### config.mk
export PLATFORM = sky130hd
export DESIGN_NAME = pipe_ctrl
export DESIGN_NICKNAME = d
export VERILOG_FILES = /design/src/rtl/pipe_ctrl_pkg.sv /design/src/rtl/pipe_ctrl_div_watchdog.sv /design/src/rtl/pipe_ctrl.sv
export SDC_FILE = /design/constraint.sdc
export NUM_CORES = 1
export LEC_CHECK = 0
export BUFFER_PORTS_ARGS = -buffer_cell sky130_fd_sc_hd__buf_2
export CAP_MARGIN = 0
export CORE_MARGIN = 4
export CORE_UTILIZATION = 35
export CTS_CLUSTER_DIAMETER = 60
export DETAILED_ROUTE_END_ITERATION = 12
export PLACE_DENSITY = 0.83
export SLEW_MARGIN = 30
export SYNTH_ARGS = -nofsm -noshare
export SYNTH_HDL_FRONTEND = slang
export SYNTH_HIERARCHICAL = 1
export SYNTH_SLANG_ARGS = --single-unit
export TNS_END_PERCENT = 50
### constraint.sdc
create_clock -name clk -period 2.1 [get_ports clk]
set_clock_uncertainty 0.1 [all_clocks]
set_input_delay 0.105 -clock clk [delete_from_list [all_inputs] [get_ports clk]]
set_output_delay 0.105 -clock clk [all_outputs]
set_load 0.005 [all_outputs]
### src/rtl/pipe_ctrl_pkg.sv
// rtl/pipe_ctrl_pkg.sv - shared constants and FSM encoding for the pipeline controller
package pipe_ctrl_pkg;

  localparam logic STOP    = 1'b1;
  localparam logic NO_STOP = 1'b0;

  // stall[5:0] = {wb, mem, ex, id, if, pc}
  localparam logic [5:0] STALL_NONE = 6'b000000;
  localparam logic [5:0] STALL_ID   = 6'b000111;
  localparam logic [5:0] STALL_EX   = 6'b001111;

  localparam logic [31:0] EXC_NONE    = 32'h0000_0000;
  localparam logic [31:0] EXC_INT     = 32'h0000_0001;
  localparam logic [31:0] EXC_SYSCALL = 32'h0000_0008;
  localparam logic [31:0] EXC_INST    = 32'h0000_000a;
  localparam logic [31:0] EXC_TRAP    = 32'h0000_000d;
  localparam logic [31:0] EXC_OV      = 32'h0000_000c;
  localparam logic [31:0] EXC_ERET    = 32'h0000_000e;

  typedef enum logic [1:0] {
    IDLE     = 2'd0,
    MADD2    = 2'd1,
    DIV_WAIT = 2'd2
  } state_t;

endpackage

### src/rtl/pipe_ctrl_div_watchdog.sv
// rtl/pipe_ctrl_div_watchdog.sv - divide cycle counter, timeout compare and sticky error flag
module div_watchdog #(
  parameter int DIV_MAX_CYCLES = 40,
  parameter int CNT_W          = 6
) (
  input  logic clk,
  input  logic rst,
  input  logic clear,
  input  logic count,
  input  logic fire,
  output logic timeout,
  output logic err
);

  logic [CNT_W-1:0] cnt;

  // Saturating counter: a stuck divider must never wrap back under the limit.
  always_ff @(posedge clk) begin
    if (rst) begin
      cnt <= '0;
    end else if (clear) begin
      cnt <= '0;
    end else if (count && (cnt != {CNT_W{1'b1}})) begin
      cnt <= cnt + 1'b1;
    end
  end

  always_ff @(posedge clk) begin
    if (rst) begin
      err <= 1'b0;
    end else if (fire) begin
      err <= 1'b1;
    end
  end

  assign timeout = (cnt == CNT_W'(DIV_MAX_CYCLES));

endmodule

### src/rtl/pipe_ctrl.sv
// rtl/pipe_ctrl.sv - stall/flush controller with MADD and divide sequencing for the 5-stage core
module pipe_ctrl
  import pipe_ctrl_pkg::*;
#(
  parameter logic [31:0] EXC_VECTOR     = 32'h0000_0020,
  parameter int          DIV_MAX_CYCLES = 40,
  parameter int          CNT_W          = 6
) (
  input  logic        clk,
  input  logic        rst,
  input  logic        stallreq_id_i,
  input  logic        ex_madd_i,
  input  logic        ex_div_i,
  input  logic        div_ready_i,
  input  logic [31:0] excepttype_i,
  input  logic [31:0] cp0_epc_i,
  output logic [5:0]  stall,
  output logic        flush,
  output logic [31:0] new_pc,
  output logic        madd_phase_o,
  output logic        div_start_o,
  output logic        div_annul_o,
  output logic        div_err_o
);

  state_t state, state_next;
  logic   ex_req;
  logic   wd_clear, wd_count, wd_fire, wd_timeout, wd_err;

  div_watchdog #(
    .DIV_MAX_CYCLES(DIV_MAX_CYCLES),
    .CNT_W         (CNT_W)
  ) u_div_watchdog (
    .clk    (clk),
    .rst    (rst),
    .clear  (wd_clear),
    .count  (wd_count),
    .fire   (wd_fire),
    .timeout(wd_timeout),
    .err    (wd_err)
  );

  always_ff @(posedge clk) begin
    if (rst) begin
      state <= IDLE;
    end else begin
      state <= state_next;
    end
  end

  always_comb begin
    state_next   = state;
    ex_req       = NO_STOP;
    stall        = STALL_NONE;
    flush        = 1'b0;
    new_pc       = 32'h0000_0000;
    madd_phase_o = 1'b0;
    div_start_o  = 1'b0;
    div_annul_o  = 1'b0;
    wd_clear     = 1'b0;
    wd_count     = 1'b0;
    wd_fire      = 1'b0;

    if (rst) begin
      state_next = IDLE;
      wd_clear   = 1'b1;
    end else if (excepttype_i != EXC_NONE) begin
      // Exceptions override everything; an in-flight divide must be aborted.
      flush       = 1'b1;
      new_pc      = (excepttype_i == EXC_ERET) ? cp0_epc_i : EXC_VECTOR;
      state_next  = IDLE;
      wd_clear    = 1'b1;
      div_annul_o = (state == DIV_WAIT);
    end else begin
      unique case (state)
        IDLE: begin
          if (ex_madd_i) begin
            ex_req     = STOP;
            state_next = MADD2;
          end else if (ex_div_i) begin
            ex_req      = STOP;
            div_start_o = 1'b1;
            wd_clear    = 1'b1;
            state_next  = DIV_WAIT;
          end
        end
        MADD2: begin
          madd_phase_o = 1'b1;
          state_next   = IDLE;
        end
        DIV_WAIT: begin
          if (div_ready_i) begin
            state_next = IDLE;
          end else if (wd_timeout) begin
            div_annul_o = 1'b1;
            wd_fire     = 1'b1;
            state_next  = IDLE;
          end else begin
            ex_req      = STOP;
            div_start_o = 1'b1;
            wd_count    = 1'b1;
          end
        end
        default: state_next = IDLE;
      endcase

      if (ex_req == STOP) begin
        stall = STALL_EX;
      end else if (stallreq_id_i) begin
        stall = STALL_ID;
      end
    end
  end

  assign div_err_o = wd_err & ~rst;

endmodule

Yosys cells after proc, flatten, opt, wreduce, memory -nomap -nowiden:

Cells that the tools add are included.

* flip-flop bits (word level): 9

* add/sub/neg operators: 1
* muxes and demuxes: 41
* reductions and logical operators: 6
* equal/unequal tests: 7
* bitwise operators: 2

Operators by type and width (count)
* $mux 32: 3
* $eq 32x4->1 const B: 1
* $reduce_bool 32->1: 1
* $mux 1: 27
* $mux 4: 3
* $mux 2: 4
* $add 6x1->6 const B: 1
* $eq 6x6->1 const B: 1
* $ne 6x6->1 const B: 1
* $pmux 1 s2: 2
* $pmux 2 s2: 1
* $reduce_or 2->1: 2
* $mux 3: 1
* $ne 3x2->1 const B: 1
* $ne 3x3->1 const B: 1
* $eq 2x1->1 const B: 1
* $eq 2x2->1 const B: 1
* $logic_not 2->1: 1
* $reduce_and 2->1: 1
* $and 1x1->1: 1
* $logic_and 1x1->1: 1
* $not 1->1: 1

Logic depth before layout (Yosys ltp):

Gate-level depths: netlist of the first run.

* depth in word-level cells: 9
* mapped depth: 10
* gate-level depth less buffers: 9

Hierarchy:

The synthesis of the first run kept the hierarchy.

Modules (own cells, without submodules)
* pipe_ctrl: instances 1, cells an instance 90, sequential area each 40.0 sq um, area each 704.4 sq um
* div_watchdog: instances 1, cells an instance 43, sequential area each 140.1 sq um, area each 370.4 sq um

Least setup slack after synthesis of the first run:

OpenSTA, ideal clock, no wires.

* path kind: input -> register
* from: input port excepttype_i[5]
* to: register u_div_watchdog.cnt[5]
* stages on the path: 9
* path buffers: 2
* arrival time: 1.533 ns
* slack: 0.343 ns
* setup time: 0.123 ns
* required time: 1.877 ns
* path through: nor4_1 -> nand4_1 -> nor2_4 -> buf_4 -> and3_1 -> buf_2 -> and3_1 -> o211ai_1 -> mux2i_1

* cells in the longest elaborated chain, start to end: 4
* elaborated cells on any way between the ends: 7

RTL lines
* start, declared: RTL line pipe_ctrl.sv:15 `input logic [31:0] excepttype_i,`
* $reduce_bool 32->1: RTL line pipe_ctrl.sv:67 `end else if (excepttype_i != EXC_NONE) begin`
* $mux 1: RTL line pipe_ctrl.sv:67
* $mux 1: RTL line pipe_ctrl.sv:64 `if (rst) begin`
* named net wd_count: RTL line pipe_ctrl.sv:28 `logic wd_clear, wd_count, wd_fire, wd_timeout, wd_err;`
* $logic_and 1x1->1: RTL line pipe_ctrl_div_watchdog.sv:23 `end else if (count && (cnt != {CNT_W{1'b1}})) begin`
* end signal, assigned: RTL line pipe_ctrl_div_watchdog.sv:24 `cnt <= cnt + 1'b1;`
* end, declared: RTL line pipe_ctrl_div_watchdog.sv:15 `logic [CNT_W-1:0] cnt;`

The timed path passes the listed nets, and every way through them passes these cells.
A chain may end at the register's enable or synchronous reset.

Worst setup path after layout of the first run:

* from: register u_div_watchdog.cnt[1]
* to: output port stall[0]

* cells in the longest elaborated chain, start to end: 9

RTL lines
* $eq 6x6->1: RTL line pipe_ctrl_div_watchdog.sv:36 `assign timeout = (cnt == CNT_W'(DIV_MAX_CYCLES));`
* named net wd_timeout: RTL line pipe_ctrl.sv:28
* $mux 1: RTL line pipe_ctrl.sv:94 `end else if (wd_timeout) begin`
* $mux 1: RTL line pipe_ctrl.sv:92 `if (div_ready_i) begin`
* $pmux 1 s2: RTL line pipe_ctrl.sv:75 `unique case (state)`
* $mux 1: RTL line pipe_ctrl.sv:67
* $mux 1: RTL line pipe_ctrl.sv:64
* $mux 4: RTL line pipe_ctrl.sv:107 `if (ex_req == STOP) begin`
* $mux 4: RTL line pipe_ctrl.sv:67
* $mux 4: RTL line pipe_ctrl.sv:64
* end, declared: RTL line pipe_ctrl.sv:17 `output logic [5:0] stall,`

The timed path passes the listed nets, and every way through them passes these cells. The select of a mux whose other input is x is not followed.

==> impl_metrics.ini, run 1 <==
[drt]
drtAntennaViolNets = 0
drc = 0
post_drt_wl_per_cell_um = 14.3
vias = 1465
drtPass1Iterations = 6
drt_iter0_markers = 46
viasPerCell = 5.47
finalWirelength_mm = 3.83

[yosys]
synth_top_flop_cell = dfxtp_1
syn-instance-count = 133
ys_warn_count = 6
yosysTopAreaCellShare_pct = 29.8
yosys-top-cells-area = and4b_1 (30%), dfxtp_1 (17%), and3_1 (5.8%)
yosys.area.top_type = and4b_1
async_flop_share_pct = 0
synth_cell_type_count = 35
synth_seq_cells = 9
synth_area_um2 = 1070
avgSynthCellArea_um2 = 8.08
synth_edf_count = 0
ys_seq_area_share_pct = 16.8

[global_route]
grt_max_degree = 42
grt_overflow_total = 0
grt_use_total_pct = 17.7
grt_pass1_vias = 1318
antenna_found_initial = 0
grt_first_pass_wirelength_mm = 5.84

[critical_path]
cp.arrival_ns = 1.77
start_kind = register
crit_slowest_cell = or3_4
cp.required_ns = 1.89
crit_path_max_fanout = 4
critical_path.cell_chain = inv_2, ha_2, nand4b_1, nor2_2, or3_4, o31ai_4, o211a_1, buf_2
cp-end-kind = primary output
cpPeakStageDelay_ns = 0.41
path_class = reg -> out

[die]
num_rows = 19
start_util_pct = 37.7
dieArea_um2 = 4020
core_um2 = 2850
chipHeight_um = 63.4
pin_count = 113
fp.dieW_um = 63.4

[clocking]
clk_latency_ns = 0.26
root_buffer = clkbuf_4
cts_buffer_depth = 2
path_clk_slew_ns = 0.06
cts_tree = built
clock-sinks = 9
cts_htree_levels = 1
cts_buffers = 3

[power]
p_int_mw = 0.305
p_total_mw = 0.404
combPwrFrac_pct = 25.2
swShare_pct = 24.6
peakVddDrop_mv = 0.238
switchingPower_mw = 0.0994
p_leak_nw = 0.986
pwr_density_cell_nw_per_um2 = 244
p_seq_share_pct = 42.2
clkPwrFrac_pct = 32.6

[placement]
placed_cell_area_um2 = 1590
place_congestion = 0.882
dp.cells = 262
portBuffers = 110
hpwlAfterDp_mm = 3.11

[layout]
drive_above_1_share_pct = 54.4
stdcell_area_um2 = 1660
area_growth_pct = 54.0
finalNonFillerCells = 268
diodes = 0
nNetsFinal = 310
fillers = 273

[timing]
post-route-period-util_pct = 94.1
setup_viol = 0
max_freq_mhz = 506
period_needed_ns = 1.98
hold_viol_final = 0
tns_ns = 0
finalMaxSlewViolations = 0
rsz0062_at_grt = true

[hold_path]
worstHoldPathType = in -> reg

[run_status]
run_status = complete, no violations

[flow_run]
drv_cap = 0
-- area by class of cell --
type                            count  area [µm²]  area share (%)
Inverter                            2        7.51           0.454
Sequential cell                     9         183            11.0
Clock buffer                        4        26.3            1.59
Timing Repair Buffer              115         588            35.5
Multi-Input combinational cell    107         812            49.1
Tap cell                           31        38.8            2.34
-- layout by cell type, fill, tap and decap left out, drive strengths merged, types with 2 or more instances in the layout --
| master | instances |
|---|---|
| buf | 115 |
| and4b | 32 |
| and3 | 10 |
| nor2 | 10 |
| dfxtp | 9 |
| nor4 | 6 |
| a21oi | 5 |
| nand2 | 5 |
| nor3 | 4 |
| nand3 | 4 |
| or3 | 4 |
| clkbuf | 4 |
| a311oi | 3 |
| nand4 | 2 |
| nand2b | 2 |
| nor2b | 2 |
| conb | 2 |
| inv | 2 |
| a31oi | 2 |
| mux2i | 2 |
| ha | 2 |
-- power by group through the flow --
stage                     sequential, mW  combinational, mW  clock, mW
after floorplan                    0.174             0.0325          0
after global placement             0.174             0.0977          0
after detailed placement           0.174              0.100          0
after CTS                          0.171              0.101      0.137
after global routing               0.170              0.115      0.152
final                              0.171              0.102      0.132
-- cell families (layout without fill, tap and decap cells) --
logic type	count (synthesis)	in the layout	share of synthesized area (%)
AO/OA/AOI/OAI	15	15	9.43
adder cells (fa/ha/maj)	2	2	2.33
buffers and inverters	18	121	10.2
flip-flops	9	9	16.8
multiplexers	2	2	1.86
other	1	2	0.349
AND/OR/NAND/NOR	86	86	59.0
-- worst paths after layout --
| check | startpoint | endpoint | slack (ns) | cells after the start |
|---|---|---|---|---|
| worst max-delay path | u_div_watchdog/cnt[1] | stall[0] | 0.12 | 8 |
| worst min-delay path | excepttype_i[1] | state[0] | 0.15 | 3 |
| worst min register to register | u_div_watchdog/err | u_div_watchdog/err | 0.37 | 2 |
| worst max register to register | u_div_watchdog/cnt[1] | u_div_watchdog/cnt[5] | 0.27 | 9 |
-- sequential cells by signal, summed over array words and instances (netlist names) --
register and flops:
u_div_watchdog/err 1, u_div_watchdog/cnt 6, state 2
-- repair_timing --
| item | CTS | global route |
|---|---|---|
| setup buffers | 0 | 2 |
| setup endpoints to repair | 0 | 5 |
| hold buffers | 0 | 0 |
| gates resized for setup | 0 | 9 |
-- cells in the mapped netlist (all sizes together), types with 2 or more instances --
library cell	n
and4b	32
and3	10
nor2	10
buf	9
dfxtp	9
clkbuf	7
nor4	6
a21oi	5
nand2	5
nand3	4
nor3	4
or3	4
a311oi	3
a31oi	2
ha	2
inv	2
mux2i	2
nand2b	2
nand4	2
nor2b	2
-- worst max-delay path, delay by kind of cell, from the launching register on --
family	cells	cell delay (ns)
buffers and inverters	2	0.16
adder cells (fa/ha/maj)	1	0.16
flip-flops	1	0.34
AO/OA/AOI/OAI	2	0.28
AND/OR/NAND/NOR	3	0.58
-- layer usage --
layer / vias to the layer above / global-route usage (%) / share of wire (%)
met5: - / 0 / 0
met4: 0 / 6.20 / 2.1
met3: 10 / 5.51 / 8.5
met2: 75 / 30.0 / 49
met1: 650 / 20.7 / 40
li1: 730 / - / -
-- through the flow --
stage	utilization [%]	hold WS, ns	setup WS [ns]
floorplan	-	0.0774	0.343
global route	58.0	0.171	0.00285
global placement	55.7	0.344	0.229
finish	58.0	0.146	0.125
detailed placement	55.7	0.356	0.181
CTS	56.6	0.140	0.0332
(Power assumes the default switching activity.)
==> run 2, diff against run 1 <==
- CORE_MARGIN: 4 -> unset
- clock period: 2.1 -> 1.9 ns (I/O delays scaled with it)
==> run 2 against run 1 <==
  * The flow now finishes with violations (DRC, setup timing)
  * Via count rose by 1.7%
  * Utilization rose by 2.0 points
  * Register-to-register slack got worse by 0.20 ns
  * Final cell count rose by 1.5%
  * Total power rose by 12%
  * Highest routed layer unchanged
  * Sequential power rose by 11%
  * Clock power rose by 13%
  * Critical path depth did not move
  * Largest power group unchanged
==> impl_metrics.ini, run 2 (synthesis gave the netlist of run 1 again) <==
[run_status]
run_status = finished, violations left
violations = DRC, setup timing

[clocking]
path_clk_slew_ns = 0.06
root_buffer = clkbuf_4
clk_latency_ns = 0.26
cts_tree = built
cts_buffer_depth = 2
cts_htree_levels = 1
clock-sinks = 9
cts_buffers = 3

[timing]
finalMaxSlewViolations = 0
hold_ws_ns = 0.151
max_freq_mhz = 515
hold_viol_final = 0
tns_ns = -0.160
setup_viol = 5
worst_slack_ns = -0.0417
post-route-period-util_pct = 102
period_needed_ns = 1.94
rsz0062_at_grt = true

[power]
pwr_density_cell_nw_per_um2 = 267
p_total_mw = 0.453
p_leak_nw = 1.01
peakVddDrop_mv = 0.174

[critical_path]
cp.arrival_ns = 1.75
crit_slowest_cell = or3_4
path_class = reg -> out
critical_path.top_delay_family = simple AND/OR/NAND/NOR gates
worst-path-buf-inv = 2
cpPeakStageDelay_ns = 0.40
cp-end-kind = primary output
cp.required_ns = 1.70
crit_path_max_fanout = 3
start_kind = register
critical_path.cell_chain = inv_2, ha_4, nand4b_1, nor2_2, or3_4, o31ai_4, o211a_1, buf_2

[layout]
layout_common_cells = buf_2 (110), and4b_1 (32), and3_1 (9), buf_4 (9), nor2_1 (8)
max_flop_register = u_div_watchdog/cnt
final_common_cell = buf_2
finalNonFillerCells = 272
area_growth_pct = 58.1
largest_register_ffs = 6
seq_area_um2 = 183
drive_above_1_share_pct = 56.0
fillers = 262
largest_registers = u_div_watchdog/cnt x6, state x2, u_div_watchdog/err x1
nNetsFinal = 314
multi_input_comb_area_um2 = 826
diodes = 0

[drt]
drtAntennaViolNets = 0
vias = 1490
finalWirelength_mm = 3.71
viasPerCell = 5.48
drtPass1Iterations = 8
post_drt_wl_per_cell_um = 13.6
drc = 3
drt_iter0_markers = 69

[global_route]
grt_overflow_total = 0
grt_use_total_pct = 21.2
grt_first_pass_wirelength_mm = 5.58
antenna_found_initial = 0
grt_max_degree = 42
grt_pass1_vias = 1248

[placement]
dp.cells = 265
portBuffers = 110
place_congestion = 0.943
hpwlAfterDp_mm = 2.88
dpl_worst_slack_ns = 0.0284

[hold_path]
worstHoldPathType = in -> reg

[flow_run]
drv_cap = 0

[die]
pin_count = 113
core_um2 = 2830
fp.dieW_um = 57.4
chipHeight_um = 57.4
dieArea_um2 = 3300
num_rows = 19
start_util_pct = 38.0
run 2: worst reg2reg max path: stages (launching register included):
cell and delay [ns]:
dfxtp_2 0.32, inv_2 0.07, ha_4 0.13, nand4b_1 0.12
nor2_2 0.19, nor3_1 0.08, and3_2 0.26, buf_4 0.16
a31oi_1 0.19, a31oi_1 0.10
run 2: per-stage QoR:
step | instance area (µm²) | utilization, %
after CTS | 1690 | 59.7
after detailed placement | 1610 | 56.9
after global routing | 1700 | 60.1
final | 1700 | 60.1
after global placement | 1610 | 56.9
after floorplan | 1080 | -
run 2: metal layers:
metal,vias up,part of all wire [%],wire (µm),global-route usage (%)
li1,742,-,-,-
met1,672,40,1480,25.9
met2,72,53,1950,38.2
met3,4,7.0,260,4.31
met4,0,0.57,21,4.18
met5,-,0,0,0
run 2: timing repair:
item                       4_1_cts  5_1_grt
setup endpoints to repair        5        8
setup buffers                    2        1
pin swaps                        4        5
resized for setup               10        2
hold buffers                     0        0
run 2: report_power, final:
group | total (mW) | switching (mW) | leakage [nW] | internal (mW)
Sequential | 0.189 | 0.00000000000928 | 0.0735 | 0.189
Combinational | 0.115 | 0.0467 | 0.923 | 0.0684
Clock | 0.149 | 0.0685 | 0.0150 | 0.0810
run 2: final timing paths:
check,from,to,slack (ns),depth (start not counted)
worst max register to register,u_div_watchdog/cnt[1],u_div_watchdog/cnt[1],0.07,9
worst min register to register,u_div_watchdog/err,u_div_watchdog/err,0.38,2
worst min-delay path,excepttype_i[1],state[0],0.15,3
worst max-delay path,u_div_watchdog/cnt[1],stall[0],-0.04,8
run 2: area by class of cell:
class | instances | area share (%)
clock buffers | 4 | 1.55
inverters | 2 | 0.442
multi-input cells | 107 | 48.6
flip-flops and latches | 9 | 10.8
well taps | 31 | 2.28
repair buffers | 119 | 36.4
